[config.mk]
export PLATFORM = sky130hd
export DESIGN_NAME = accum_drain
export DESIGN_NICKNAME = d
export VERILOG_FILES = /design/src/rtl/mvm_pkg.sv /design/src/rtl/sync_fifo.sv /design/src/rtl/accum_drain.sv
export SDC_FILE = /design/constraint.sdc
export NUM_CORES = 1
export LEC_CHECK = 0
export BUFFER_PORTS_ARGS = -buffer_cell sky130_fd_sc_hd__buf_2
export CAP_MARGIN = 20
export CORE_AREA = 3 3 140 176
export CTS_CLUSTER_SIZE = 8
export DETAILED_ROUTE_END_ITERATION = 12
export DIE_AREA = 0 0 143 179
export PLACE_DENSITY = 0.84
export SYNTH_ARGS = -nofsm -noshare
export SYNTH_HDL_FRONTEND = slang
export SYNTH_SLANG_ARGS = --single-unit
[constraint.sdc]
create_clock -name clk -period 3.7 [get_ports clk]
set_input_delay 0.555 -clock clk [delete_from_list [all_inputs] [get_ports clk]]
set_output_delay 0.555 -clock clk [all_outputs]
set_load 0.01 [all_outputs]
[src/rtl/mvm_pkg.sv]
// Shared MVM datapath defaults: accumulator/output widths and derived port-width helpers.
package mvm_pkg;

    localparam int ACCUMW_DEF = 32;
    localparam int OUTW_DEF   = 16;

    function automatic int shift_w(input int accumw);
        return $clog2(accumw);
    endfunction

    function automatic int count_w(input int depth);
        return $clog2(depth) + 1;
    endfunction

endpackage

[src/rtl/sync_fifo.sv]
// First-word-fall-through synchronous FIFO with registered occupancy, valid and almost-full.
module sync_fifo #(
    parameter int WIDTH       = 17,
    parameter int DEPTH       = 16,
    parameter int AFULL_LEVEL = 14,
    localparam int AW = $clog2(DEPTH),
    localparam int CW = AW + 1
) (
    input  logic             clk,
    input  logic             rst,
    input  logic             push,
    input  logic             pop,
    input  logic [WIDTH-1:0] wdata,
    output logic [WIDTH-1:0] rdata,
    output logic             rvalid,
    output logic [CW-1:0]    count,
    output logic             afull,
    output logic             full
);

    logic [WIDTH-1:0] mem [DEPTH];
    logic [AW-1:0]    rd_ptr;
    logic [AW-1:0]    wr_ptr;
    logic             do_push;
    logic             do_pop;
    logic [CW-1:0]    count_next;

    // A push into a full queue is still accepted when the head leaves in the same cycle.
    assign full       = (count == CW'(DEPTH));
    assign do_pop     = pop && rvalid;
    assign do_push    = push && (!full || do_pop);
    assign count_next = count + CW'(do_push) - CW'(do_pop);
    assign rdata      = rvalid ? mem[rd_ptr] : '0;

    always_ff @(posedge clk) begin
        if (rst) begin
            rd_ptr <= '0;
            wr_ptr <= '0;
            count  <= '0;
            rvalid <= 1'b0;
            afull  <= 1'b0;
        end else begin
            if (do_push) wr_ptr <= wr_ptr + AW'(1);
            if (do_pop)  rd_ptr <= rd_ptr + AW'(1);
            count  <= count_next;
            rvalid <= (count_next != '0);
            afull  <= (count_next >= CW'(AFULL_LEVEL));
        end
    end

    always_ff @(posedge clk) begin
        if (do_push) mem[wr_ptr] <= wdata;
    end

endmodule

[src/rtl/accum_drain.sv]
// Accumulator drain: shift/narrow each result, tag vector ends, queue into a FWFT FIFO.
// Define ACCUM_DRAIN_SAT_EN to saturate on narrowing (sticky sat); default wraps to the low OUTW bits.
module accum_drain
    import mvm_pkg::*;
#(
    parameter int ACCUMW       = ACCUMW_DEF,
    parameter int OUTW         = OUTW_DEF,
    parameter int DEPTH        = 16,
    parameter int ROWS         = 8,
    parameter int AFULL_MARGIN = 2
) (
    input  logic                        clk,
    input  logic                        rst,
    input  logic signed [ACCUMW-1:0]    idata,
    input  logic                        ivalid,
    input  logic [shift_w(ACCUMW)-1:0]  shift,
    output logic signed [OUTW-1:0]      odata,
    output logic                        olast,
    output logic                        ovalid,
    input  logic                        oready,
    output logic [count_w(DEPTH)-1:0]   count,
    output logic                        almost_full,
    output logic                        overflow,
    output logic                        sat
);

    localparam int RW = (ROWS > 1) ? $clog2(ROWS) : 1;
    localparam logic signed [ACCUMW-1:0] OUT_MAX = {{(ACCUMW-OUTW+1){1'b0}}, {(OUTW-1){1'b1}}};
    localparam logic signed [ACCUMW-1:0] OUT_MIN = {{(ACCUMW-OUTW+1){1'b1}}, {(OUTW-1){1'b0}}};

    logic [RW-1:0]            row;
    logic signed [ACCUMW-1:0] shifted_p0;
    logic                     vld_p1;
    logic                     last_p1;
    logic signed [OUTW-1:0]   data_p1;
    logic [OUTW:0]            head;
    logic                     fifo_full;

`ifdef ACCUM_DRAIN_SAT_EN
    function automatic logic signed [OUTW-1:0] narrow(input logic signed [ACCUMW-1:0] v);
        if (v > OUT_MAX) return OUT_MAX[OUTW-1:0];
        if (v < OUT_MIN) return OUT_MIN[OUTW-1:0];
        return v[OUTW-1:0];
    endfunction

    function automatic logic clamps(input logic signed [ACCUMW-1:0] v);
        return (v > OUT_MAX) || (v < OUT_MIN);
    endfunction

    always_ff @(posedge clk) begin
        if (rst)                               sat <= 1'b0;
        else if (ivalid && clamps(shifted_p0)) sat <= 1'b1;
    end
`else
    function automatic logic signed [OUTW-1:0] narrow(input logic signed [ACCUMW-1:0] v);
        return v[OUTW-1:0];
    endfunction

    assign sat = 1'b0;
`endif

    assign shifted_p0 = idata >>> shift;

    // Stage 0 -> 1: rescale and tag; the row counter counts every strobe, dropped or not.
    always_ff @(posedge clk) begin
        if (rst) begin
            vld_p1 <= 1'b0;
            row    <= '0;
        end else begin
            vld_p1 <= ivalid;
            if (ivalid) row <= (row == RW'(ROWS-1)) ? '0 : row + RW'(1);
        end
    end

    always_ff @(posedge clk) begin
        if (ivalid) begin
            data_p1 <= narrow(shifted_p0);
            last_p1 <= (row == RW'(ROWS-1));
        end
    end

    // Stage 1 -> queue: a full queue with no departing head loses the entry.
    always_ff @(posedge clk) begin
        if (rst)                                       overflow <= 1'b0;
        else if (vld_p1 && fifo_full && !(ovalid && oready)) overflow <= 1'b1;
    end

    sync_fifo #(
        .WIDTH      (OUTW + 1),
        .DEPTH      (DEPTH),
        .AFULL_LEVEL(DEPTH - AFULL_MARGIN)
    ) u_fifo (
        .clk   (clk),
        .rst   (rst),
        .push  (vld_p1),
        .pop   (oready),
        .wdata ({last_p1, data_p1}),
        .rdata (head),
        .rvalid(ovalid),
        .count (count),
        .afull (almost_full),
        .full  (fifo_full)
    );

    assign olast = head[OUTW];
    assign odata = head[OUTW-1:0];

endmodule

==> flow_metrics.env <==
export IMPL_antenna_found_initial=0
export IMPL_cts_resized=0
export IMPL_fillers=1426
export IMPL_io_buffers=65
export IMPL_synth_nets=892
export IMPL_io_pins=67
export IMPL_clk_path_buf_depth=3
export IMPL_fin_setup_tns_ns=0
export IMPL_synthTopCellsByCount="edfxtp_1, mux4_2, mux2i_1"
export IMPL_dieArea_mm2=0.0256
export IMPL_drive_gt1_share_pct=25.3
export IMPL_critPathRequiredTime_ns=3.14
export IMPL_power_density_mw_per_mm2=588
export IMPL_crit_chain="nand2_1 -> a211oi_1 -> o31ai_1 -> a221o_1 -> buf_2"
export IMPL_grt_pass1_wl_um=50100
export IMPL_hp_class="primary input to flop"
export IMPL_synth_seq_cells=313
export IMPL_dp_slack_ns=0.813
export IMPL_die_h_um=179
export IMPL_die_x_um=143
export IMPL_clk_pin_slew_worst_paths_ns=0.05
export IMPL_routabilityCongestion=0.952
export IMPL_regArea_mm2=0.00916
export IMPL_synthTopCellsByArea="edfxtp_1, mux4_2, dfxtp_1"
export IMPL_finalSetupViolCount=0
export IMPL_clk_latency_ns=0.52
export IMPL_cts_tree="done"
export IMPL_rsz0062_at_grt="false"
export IMPL_clock_skew_ns=0.0155
export IMPL_post_cts_setup_buffers=0
export IMPL_slew_limit_headroom_pct=32.2
export IMPL_synth_area_leader_cell="edfxtp_1"
export IMPL_slowest_stage="dfxtp_1"
export IMPL_ys_flop_type="edfxtp_1"
export IMPL_grtUsageTotal_pct=26.0
export IMPL_htree_levels=2
export IMPL_criticalPathCategory="flop to output port"
export IMPL_nets=979
export IMPL_yosys_warnings=0
export IMPL_ir_worst_vdd_mv=0.345
export IMPL_synth_edf_count=289
export IMPL_detail_route_drc_violations=0
export IMPL_routed_wl_um=32600
export IMPL_p_leak_nw=5.36
export IMPL_cts_inserted_buffers=45
export IMPL_first_pass_iters=5
export IMPL_worst_pin_slew_ns=1.02
export IMPL_gr_total_overflow=0
export IMPL_diodes=0
export IMPL_end_kind="output port"
export IMPL_ys_types=59
export IMPL_worst_path_buf_inv=1
export IMPL_root_buffer="clkbuf_16"
export IMPL_routedWlPerCell_um=26.5
export IMPL_min_period_ns=3.56
export IMPL_clock_sinks=313
export IMPL_hold_start="rst"
export IMPL_via_count=8392
export IMPL_r2r_start="u_fifo.count[2]"
export IMPL_crit_fanout=12
export IMPL_crit_arrival_ns=3.00
export IMPL_hold_buffers=0
export IMPL_ant_nets=0
export IMPL_syn_area_mm2=0.0140
export IMPL_initial_core_util_pct=60.9
export IMPL_startpoint_type="flop"
export IMPL_syn_avg_cell_area_um2=16.8
export IMPL_r2r_slack_ns=1.06
export IMPL_final_hold_viol_count=0
export IMPL_grt_start_max_net_pins=49
export IMPL_syn2layout_area_growth_pct=13.5
export IMPL_synth_cells=837
export IMPL_ys_seq_area_share_pct=65.3
export IMPL_hold_worst_slack_ns=0.430
export IMPL_crit_family="compound AO/OA/AOI/OAI gates"
export IMPL_multi_input_area_mm2=0.00449
export IMPL_max_freq_mhz=281
export IMPL_yosysTopAreaCellShare_pct=61.9
export IMPL_drt_iter0_drc=751
export IMPL_hpwl_um=19400
export IMPL_viasPerCell=6.82
export IMPL_rows=62
export IMPL_min_period_over_period_pct=96.2
export IMPL_first_global_vias=8533
export IMPL_slew_viol_final=0
export IMPL_synth_most_common_cell="edfxtp_1"
export IMPL_slowest_delay_ns=0.67
export IMPL_cap_violations=0
export IMPL_core_area_mm2=0.0230
export IMPL_async_flop_share_pct=0
export IMPL_setup_slack_ns=0.142
export IMPL_status="complete, no violations"
## layout by cell type (no fill, tap or decap), types with 5 or more instances in the layout
cell / count
mux4_1: 12
nor2_2: 8
dfxtp_1: 22
mux2_2: 10
nor2_1: 35
a22oi_1: 6
xnor2_1: 5
xor2_1: 5
buf_2: 65
o22ai_1: 13
nor3_1: 17
clkbuf_1: 18
a21oi_1: 14
edfxtp_1: 289
ha_1: 13
mux4_2: 68
a211oi_1: 26
a221o_1: 12
nand3_1: 15
mux2i_1: 45
nand2_1: 21
o21ai_0: 17
inv_1: 14
nor2b_1: 41
o31ai_1: 13
buf_4: 27
nand2b_1: 7
a21o_1: 5
clkbuf_16: 46
## power by group
group          switching [mW]  leakage (nW)  internal, mW
clock                    1.36         0.599          2.24
sequential              0.186          2.82          4.05
combinational           0.796          1.95         0.716
## cells by family after synthesis
kind of cell | Yosys count | synth area share (%)
flops | 313 | 65.3
compound gates | 135 | 6.91
buf+inv | 70 | 2.98
simple gates | 159 | 5.69
other cells | 1 | 0.0267
fa+ha+maj | 14 | 1.30
mux | 135 | 17.2
xor+xnor | 10 | 0.624
## path summary, 6_finish.rpt
kind                                     endpoint  cells past startpoint
worst max register to register  u_fifo.mem[14][5]                      7
worst min register to register           overflow                      2
worst min-delay path              u_fifo.count[4]                      2
worst max-delay path                     odata[7]                      5
## state kept, by name, indices dropped and copies added, names as in the netlist, named ones only
signal / flops
overflow: 1
u_fifo.wr_ptr: 4
vld_p1: 1
u_fifo.afull: 1
row: 3
u_fifo.count: 5
last_p1: 1
u_fifo.mem: 272
data_p1: 16
u_fifo.rvalid: 1
u_fifo.rd_ptr: 4
## layer usage
layer  wire [um]  vias to the layer above  track usage [%]  part of all wire (%)
met3        2480                      126             4.24                   7.6
met1       11700                     4194             32.1                    36
met2       16700                      510             44.4                    51
met5           0                        -                0                     0
met4        1650                        0             13.0                   5.1
li1            -                     3562                -                     -
## worst reg2reg max path: stages, from the launching register on
cell       delay (ns)
dfxtp_1          0.38
inv_1            0.08
ha_1             0.20
nand4bb_1        0.19
o21a_1           0.30
nand2_1          0.22
nor2_1           0.72
buf_12           0.25
## cell type report
type,count,share of cell area [%]
Timing Repair Buffer,96,3.82
Clock inverter,2,0.157
Multi-Input combinational cell,454,28.2
Sequential cell,313,57.6
Clock buffer,64,7.65
Inverter,14,0.330
Tap cell,288,2.26
## stage by stage
step	instance area (um2)	util [%]	power, mW	instances
floorplan	14000	-	5.36	837
global placement	14700	63.7	5.74	1165
detailed placement	14700	63.7	5.79	1165
CTS	15900	69.1	9.39	1231
global route	15900	69.1	9.68	1231
finish	15900	69.1	9.36	1231
(Power assumes the default switching activity.)
